===== src/rtl/imm_extend_pipe.sv =====
// Immediate decode/extend stage with branch-target add, registered output and
// a one-entry skid buffer so in_ready can be a flop.
module imm_extend_pipe #(
  parameter int XLEN = 32
) (
  input  logic            clk,
  input  logic            reset,
  input  logic            in_valid,
  output logic            in_ready,
  input  logic [31:0]     Instr,
  input  logic [2:0]      ImmSrc,
  input  logic [XLEN-1:0] PC,
  input  logic            flush,
  output logic            out_valid,
  input  logic            out_ready,
  output logic [XLEN-1:0] ImmExt,
  output logic [XLEN-1:0] Target,
  output logic            illegal
);

  if (XLEN != 32 && XLEN != 64) begin : g_bad_xlen
    $error("imm_extend_pipe: XLEN must be 32 or 64");
  end

  logic [31:0]     imm32;
  logic            dec_ill;
  logic [XLEN-1:0] dec_imm;
  logic [XLEN-1:0] dec_tgt;

  always_comb begin
    imm32   = 32'h0;
    dec_ill = 1'b0;
    unique case (ImmSrc)
      3'b000: imm32 = {{20{Instr[31]}}, Instr[31:20]};
      3'b001: imm32 = {{20{Instr[31]}}, Instr[31:25], Instr[11:7]};
      3'b010: imm32 = {{19{Instr[31]}}, Instr[31], Instr[7], Instr[30:25],
                       Instr[11:8], 1'b0};
      3'b011: imm32 = {{11{Instr[31]}}, Instr[31], Instr[19:12], Instr[20],
                       Instr[30:21], 1'b0};
      3'b100: imm32 = {Instr[31:12], 12'h000};
      3'b101: imm32 = {27'd0, Instr[19:15]};
      default: dec_ill = 1'b1;
    endcase
  end

  // Z-format leaves bit 31 clear, so one sign-extension path covers every format.
  if (XLEN == 64) begin : g_x64
    assign dec_imm = {{32{imm32[31]}}, imm32};
  end else begin : g_x32
    assign dec_imm = imm32;
  end

  assign dec_tgt = PC + dec_imm;

  logic            out_valid_q, out_valid_d;
  logic [XLEN-1:0] out_imm_q, out_imm_d;
  logic [XLEN-1:0] out_tgt_q, out_tgt_d;
  logic            out_ill_q, out_ill_d;
  logic            skid_valid_q, skid_valid_d;
  logic [XLEN-1:0] skid_imm_q, skid_imm_d;
  logic [XLEN-1:0] skid_tgt_q, skid_tgt_d;
  logic            skid_ill_q, skid_ill_d;
  logic            in_ready_q, in_ready_d;
  logic            accept;
  logic            drain;

  assign accept = in_valid & in_ready_q & ~flush;
  assign drain  = ~out_valid_q | out_ready;

  always_comb begin
    out_valid_d  = out_valid_q;
    out_imm_d    = out_imm_q;
    out_tgt_d    = out_tgt_q;
    out_ill_d    = out_ill_q;
    skid_valid_d = skid_valid_q;
    skid_imm_d   = skid_imm_q;
    skid_tgt_d   = skid_tgt_q;
    skid_ill_d   = skid_ill_q;

    if (flush) begin
      out_valid_d  = 1'b0;
      skid_valid_d = 1'b0;
    end else if (drain) begin
      if (skid_valid_q) begin
        // Older skid entry goes first; any new input backfills the skid.
        out_valid_d  = 1'b1;
        out_imm_d    = skid_imm_q;
        out_tgt_d    = skid_tgt_q;
        out_ill_d    = skid_ill_q;
        skid_valid_d = accept;
        if (accept) begin
          skid_imm_d = dec_imm;
          skid_tgt_d = dec_tgt;
          skid_ill_d = dec_ill;
        end
      end else begin
        out_valid_d = accept;
        if (accept) begin
          out_imm_d = dec_imm;
          out_tgt_d = dec_tgt;
          out_ill_d = dec_ill;
        end
      end
    end else if (accept) begin
      skid_valid_d = 1'b1;
      skid_imm_d   = dec_imm;
      skid_tgt_d   = dec_tgt;
      skid_ill_d   = dec_ill;
    end

    in_ready_d = ~skid_valid_d;
  end

  always_ff @(posedge clk or posedge reset) begin
    if (reset) begin
      out_valid_q  <= 1'b0;
      out_imm_q    <= '0;
      out_tgt_q    <= '0;
      out_ill_q    <= 1'b0;
      skid_valid_q <= 1'b0;
      skid_imm_q   <= '0;
      skid_tgt_q   <= '0;
      skid_ill_q   <= 1'b0;
      in_ready_q   <= 1'b1;
    end else begin
      out_valid_q  <= out_valid_d;
      out_imm_q    <= out_imm_d;
      out_tgt_q    <= out_tgt_d;
      out_ill_q    <= out_ill_d;
      skid_valid_q <= skid_valid_d;
      skid_imm_q   <= skid_imm_d;
      skid_tgt_q   <= skid_tgt_d;
      skid_ill_q   <= skid_ill_d;
      in_ready_q   <= in_ready_d;
    end
  end

  assign in_ready  = in_ready_q;
  assign out_valid = out_valid_q;
  assign ImmExt    = out_imm_q;
  assign Target    = out_tgt_q;
  assign illegal   = out_ill_q;

endmodule


===== config.mk =====
export PLATFORM = sky130hd
export DESIGN_NAME = imm_extend_pipe
export DESIGN_NICKNAME = d
export VERILOG_FILES = /design/src/rtl/imm_extend_pipe.sv
export SDC_FILE = /design/constraint.sdc
export NUM_CORES = 1
export LEC_CHECK = 0
export BUFFER_PORTS_ARGS = -buffer_cell sky130_fd_sc_hd__buf_2
export CAP_MARGIN = 20
export CORE_ASPECT_RATIO = 1.1
export CORE_MARGIN = 2
export CORE_UTILIZATION = 56
export CTS_BUF_LIST = sky130_fd_sc_hd__clkbuf_2 sky130_fd_sc_hd__clkbuf_4 sky130_fd_sc_hd__clkbuf_8
export DETAILED_ROUTE_END_ITERATION = 16
export PLACE_DENSITY = 0.8
export SETUP_SLACK_MARGIN = 0.5
export SYNTH_ARGS = -nofsm -noshare
export SYNTH_HDL_FRONTEND = slang
export SYNTH_SLANG_ARGS = --single-unit

===== constraint.sdc =====
create_clock -name clk -period 4.5 [get_ports clk]
set_input_delay 0 -clock clk [delete_from_list [all_inputs] [get_ports clk]]
set_output_delay 0 -clock clk [all_outputs]
set_load 0.005 [all_outputs]

==> run metrics, run 1 <==
Post-synth ARST share=100%; Unique masters post-synth=between 50 and 60; IO Pins=about 140; Site Rows=44; CTS root buf=clkbuf_8; Hold Vio Cnt, Final=0; most common cell after layout, fill and taps aside=nand2_1; total routed wirelength=just under 20,000 microns; Hold WC Path Type=input pin to flop; first-pass GRT wire length=31,100 microns; unrepaired setup endpoints after global routing=no; slew at the pin closest to its max-slew limit=1.09 ns; status=complete, no violations; hold-fix buffers at CTS=14; antenna fix cells=0; Final Max Slew Viols=0; Crit. End Element=flop; CTS tree=built; max_cap viols=0; DR vias/cell=about 5.7; max_slew headroom=27.6%; post-CTS setup repair buffer count=0; Sink Count=133; CTS Buf Count=17; total gr overflow=0; LEAKAGE=~4.5 nW; Area Growth Syn to Fin=17.0%; Setup Skew=0.0109 ns; Crit Path Class=input pin to flop; initial core utilization=57.2%; antenna violations before repair=0; worst-path fanout max=19; average size of a mapped cell=roughly 8.5 sq um; Max Buffers Root-to-Sink=2; die area=0.0144 sq mm; DRT iter0 DRCs=between 600 and 700; most frequent cells in the layout=nand2_1 (141), o21ai_0 (132), dfrtp_1 (131), buf_2 (131), a21oi_1 (94); Net Sw Power=roughly 1.2 mW; Post-CTS Resized=0; setup TNS=0 ns; Setup-failing EPs final=0; Detail Placement HPWL=14,200 microns; Pwr per Cell Area=408 mW/mm^2; ANT nets after route=0; CP Data Arrival Time=between 3 and 4 ns; IO Port Bufs=approximately 130; Clk pin slew, worst setup/hold paths=0.07 ns; GR peak layer=met2; vias in the first global route=between 6,000 and 7,000; Worst-Skew Late Latency=around 0.45 ns; Max Freq=roughly 280 MHz; flops & latches, synth=133; startpoint types=input pin; GRT Total Usage=between 20 and 30%; CTS H-Tree Depth=4; sw frac=between 30% and 40%; sequential cell area fraction in the yosys report=44.0%; EDFF count, synth=0; Tmin final=3.58 ns; met3 Use GR=around 5.4%; RD Place Congestion=roughly 0.93; Pwr Total=3.61 mW; Worst EP required=~4.8 ns; wire per inst=around 17 microns; routed vias=6,800; Sequential Power Share=between 40% and 50%; Peak supply drop=roughly 0.17 mV; Core Region=0.0132 sq mm; Die X=about 110 microns; share of cells above drive strength 1=a little under a fifth; predominant post-synthesis flop cell=dfrtp_1; GR Util met1=39.8%; Synth Cell Area=around 0.0076 sq mm; Syn Inst Count=893; largest net degree at the start of global routing=~120; cell-internal power=approximately 2.5 mW; clock network power share=27.9%; Final period util=about four fifths; Final #Nets=1,118; net count after synthesis=between 900 and 1,000; warning count from the yosys run=0; First-pass DRT Iterations=5; met2 Resource Use GR=about two fifths; combinational share of power=26.6%; die height=about 130 microns; FILL cells=1,129; Remaining DRCs=0
power by group through the flow:
| stage | registers (mW) | clock network [mW] | logic, mW |
|---|---|---|---|
| 2_1_floorplan | 1.65 | 0 | 0.607 |
| 3_3_place_gp | 1.65 | 0 | 0.917 |
| 3_5_place_dp | 1.66 | 0 | 0.942 |
| 4_1_cts | 1.64 | 1.02 | 0.956 |
| 5_1_grt | 1.68 | 1.08 | 1.08 |
| 6_report | 1.64 | 1.01 | 0.959 |
worst paths after layout:
kind,start,end,slack [ns],cells after the start
setup / recovery,ImmSrc[1],Target[28],0.92,15
hold / removal,Instr[20],skid_imm_q[20],0.01,3
setup reg to reg,skid_valid_q,skid_tgt_q[11],1.88,6
hold reg to reg,skid_tgt_q[18],skid_tgt_q[18],0.48,2
max in group asynchronous,reset,skid_tgt_q[11],3.53,4
min in group asynchronous,reset,ImmExt[28],0.34,4
layout make-up:
cell class              count  area, sq um  share of cell area, %
clock buffers              22          297                   3.35
clock inverters             8         98.8                   1.12
inverters                  37          141                   1.60
multi-input cells         669         3880                   43.9
flip-flops and latches    133         3330                   37.7
well taps                 161          201                   2.28
repair buffers            156          891                   10.1
synth_stat cells (all sizes together), types with 2 or more instances:
cell type | instances | share of area (%)
clkbuf | 48 | 2.4
nor3 | 5 | 0.33
o21a | 11 | 1.1
buf | 6 | 0.43
or3 | 3 | 0.25
or2 | 2 | 0.17
a21o | 15 | 1.5
xor2 | 16 | 1.9
inv | 37 | 1.8
nand2b | 10 | 0.83
mux2 | 4 | 0.60
o22a | 8 | 0.93
a21oi | 96 | 6.5
o211ai | 3 | 0.30
nand2 | 141 | 7.0
a211oi | 9 | 0.96
nand3 | 8 | 0.53
ha | 31 | 5.1
nand4 | 5 | 0.41
nor2b | 11 | 0.91
o31ai | 4 | 0.46
and2 | 4 | 0.33
a221oi | 3 | 0.35
dfrtp | 132 | 44
a31oi | 5 | 0.41
nor2 | 69 | 3.4
mux2i | 15 | 2.0
and3 | 6 | 0.50
a22o | 6 | 0.70
o21ai | 139 | 9.2
a22oi | 9 | 0.89
xnor2 | 13 | 1.5
o21bai | 4 | 0.40
metrics by stage:
stage | cells | setup slack [ns] | hold WS (ns) | instance area (sq um) | util [%]
3_3_place_gp | 1140 | 0.662 | 0.218 | 8280 | 62.7
5_1_grt | 1186 | 0.779 | 0.00671 | 8840 | 66.9
4_1_cts | 1184 | 1.06 | 0.000589 | 8820 | 66.7
3_5_place_dp | 1140 | 0.581 | 0.230 | 8280 | 62.7
6_report | 1186 | 0.915 | 0.0119 | 8840 | 66.9
2_1_floorplan | 893 | 0.947 | 0.0631 | 7560 | -
per-layer routing:
layer,share of wire [%],routed length (microns)
met1,46,9000
met2,44,8730
met3,6.1,1200
met4,3.7,724
met5,0,0
kinds of logic (layout without fill, tap and decap cells):
kind of cell | count (synthesis) | in the layout | share of synthesized area (%)
simple gates | 266 | 266 | 14.9
fa+ha+maj | 32 | 32 | 5.39
compound gates | 323 | 323 | 25.1
mux | 19 | 19 | 2.58
buf+inv | 91 | 223 | 4.67
flops | 133 | 133 | 44.0
xor+xnor | 29 | 29 | 3.36
registers in the layout, indices dropped and copies added (netlist names):
name          flops
skid_tgt_q       32
in_ready          1
illegal           1
skid_valid_q      1
out_valid         1
skid_ill_q        1
ImmExt           32
skid_imm_q       32
Target           32
critical path, cell delays in order:
cell and delay, ns:
buf_2 0.30, xor2_1 0.49, mux2i_1 0.15, o21ai_0 0.50, inv_1 0.17, fa_1 0.46, nor2b_1 0.21, o31a_1 0.21
o211ai_1 0.15, a21oi_1 0.39, o21ai_1 0.14, a21o_1 0.18, o21ai_1 0.23, mux2i_1 0.24, nand3_1 0.08
(Power assumes the default switching activity.)
==> inputs of run 2 (changes only) <==
clock period = 3.63 ns   (was 4.5 ns; I/O delays follow)
==> run 2 against run 1 <==
Power is 28% higher. Largest power group unchanged. Combinational power is 28% higher. Register-to-register slack worse by 0.34 ns. Clock skew is 0.0038 ns lower. Sequential share of layout area is 0.84 points lower. Worst hold slack better by 0.035 ns. First-iteration DRC count is 0.17% lower. Clock power is 34% higher.
==> run metrics, run 2 (synthesized netlist as in run 1, its figures left out) <==
status=complete, no violations; Die X=around 110 microns; CP Data Arrival Time=approximately 3.3 ns; ANT nets after route=0; Clk pin slew, worst setup/hold paths=0.08 ns; Remaining DRCs=0; Pwr Total=around 4.6 mW; wire per inst=approximately 17 microns; Hold WC Path Type=input pin to flop; CTS tree=built; Max Freq=~340 MHz; max_slew headroom=~33%; CTS root buf=clkbuf_8; die height=126 microns; antenna fix cells=0; Area Growth Syn to Fin=19.7%; Pwr per Cell Area=510 mW/mm^2; Min Hold Slack=~0.047 ns; Hold Vio Cnt, Final=0; routed vias=between 6,000 and 7,000; antenna violations before repair=0; Setup Skew=slightly above 0.007 ns; setup TNS=0 ns; die area=roughly 0.014 sq mm; CTS H-Tree Depth=4; most common cell after layout, fill and taps aside=nand2_1; Worst EP required=3.97 ns; most frequent cells in the layout=nand2_1 (141), dfrtp_1 (131), buf_2 (131); Crit Path Class=input pin to flop; IO Port Bufs=131; Critical Path, Cell by Cell=dlygate4sd3_1, buf_2, mux2i_1, a211oi_1, buf_4, ha_1, and2_1, a221o_1, a32oi_1, nand3_2, a31oi_1, xor2_1, nor2_1, a21oi_1, o21ai_0; startpoint types=input pin; total gr overflow=0; GRT Total Usage=between 20% and 30%; Core Region=approximately 0.013 sq mm; initial core utilization=57.2%; Worst Setup SP=Instr[20]; vias in the first global route=6,508; RD Place Congestion=between 0.9 and 1; Crit. End Element=flop; final core area utilization=68.5%; Tmin final=2.97 ns; worst-path fanout max=4; Peak supply drop=between 0.3 and 0.4 mV; LEAKAGE=around 4.6 nW; share of cells above drive strength 1=between 15 and 20%; Final #Nets=~1,100; Detail Placement HPWL=roughly 15,000 microns; largest net degree at the start of global routing=between 100 and 150; Worst-Skew Late Latency=roughly 0.46 ns; slowest CP cell=dlygate4sd3_1; max_cap viols=0; unrepaired setup endpoints after global routing=yes; total routed wirelength=a little over 20,000 microns; Hold Path Origin=Instr[12]; Setup-failing EPs final=0; DP Worst Slack=0.197 ns; DRT iter0 DRCs=~600; Sink Count=between 100 and 150; CTS Buf Count=17; crit-path max cell delay=0.52 ns; Crit path max-delay family=compound AO/OA/AOI/OAI gates; IO Pins=139; FILL cells=1,115; DR vias/cell=between 5 and 6; PnR worst setup slack=about 0.66 ns; worst r2r src=out_valid; CP Buf/Inv Count=3; Final period util=about four fifths; Max Buffers Root-to-Sink=2; First-pass DRT Iterations=5; first-pass GRT wire length=~33,000 microns; slew at the pin closest to its max-slew limit=approximately 1 ns; Final Max Slew Viols=0; Site Rows=44
## run 2: changes by cell type in the layout (fill, tap and decap cells not counted), moves of 2 or more
| cell | before | now |
|---|---|---|
| nor2_1 | 69 | 67 |
| o21ai_0 | 132 | 129 |
| buf_4 | 10 | 18 |
| nor2_2 | 0 | 2 |
| o21ai_1 | 7 | 9 |
| dlygate4sd3_1 | 14 | 18 |
| buf_12 | 1 | 3 |
## run 2: path summary, 6_finish.rpt
kind	endpoint	slack, ns	cells past startpoint
max	Target[17]	0.66	15
min	skid_imm_q[12]	0.05	4
max reg2reg	skid_tgt_q[13]	1.54	6
min reg2reg	Target[2]	0.47	2
max in group asynchronous	Target[12]	2.27	6
min in group asynchronous	ImmExt[26]	0.52	4
## run 2: tightest hold or removal path: cells and delay by family
kind                   cells  cell delay, ns
buffers and inverters      1            0.11
AOI/OAI and AO/OA          3            0.35
## run 2: per-layer routing
| metal | routed length [microns] | GRT usage, % |
|---|---|---|
| met5 | 0 | 0 |
| met4 | 546 | 9.64 |
| met3 | 1340 | 6.16 |
| met2 | 9490 | 45.5 |
| met1 | 9170 | 42.3 |
## run 2: stage by stage
step | std cells | instance area (sq um)
floorplan | 893 | 7560
global placement | 1150 | 8370
detailed placement | 1150 | 8370
CTS | 1199 | 8970
global route | 1202 | 9050
finish | 1202 | 9050
## run 2: power breakdown
group	switching, mW	internal [mW]	leakage (nW)	total [mW]
Clock	0.606	0.743	0.216	1.35
Sequential	0.194	1.85	1.69	2.04
Combinational	0.698	0.528	2.65	1.23
## run 2: repair_timing
item,CTS,global route
buffers inserted,0,0
gates resized for setup,0,11
setup endpoints to repair,0,21
hold buffers,17,1
endpoints found under the hold margin,65,1
## run 2: area by class of cell
| cell class | instances | area [sq um] | area share (%) |
|---|---|---|---|
| Timing Repair Buffer | 170 | 1030 | 11.4 |
| Clock buffer | 21 | 283 | 3.13 |
| Sequential cell | 133 | 3330 | 36.8 |
| Inverter | 37 | 143 | 1.58 |
| Clock inverter | 11 | 146 | 1.62 |
| Tap cell | 161 | 201 | 2.23 |
| Multi-Input combinational cell | 669 | 3910 | 43.2 |
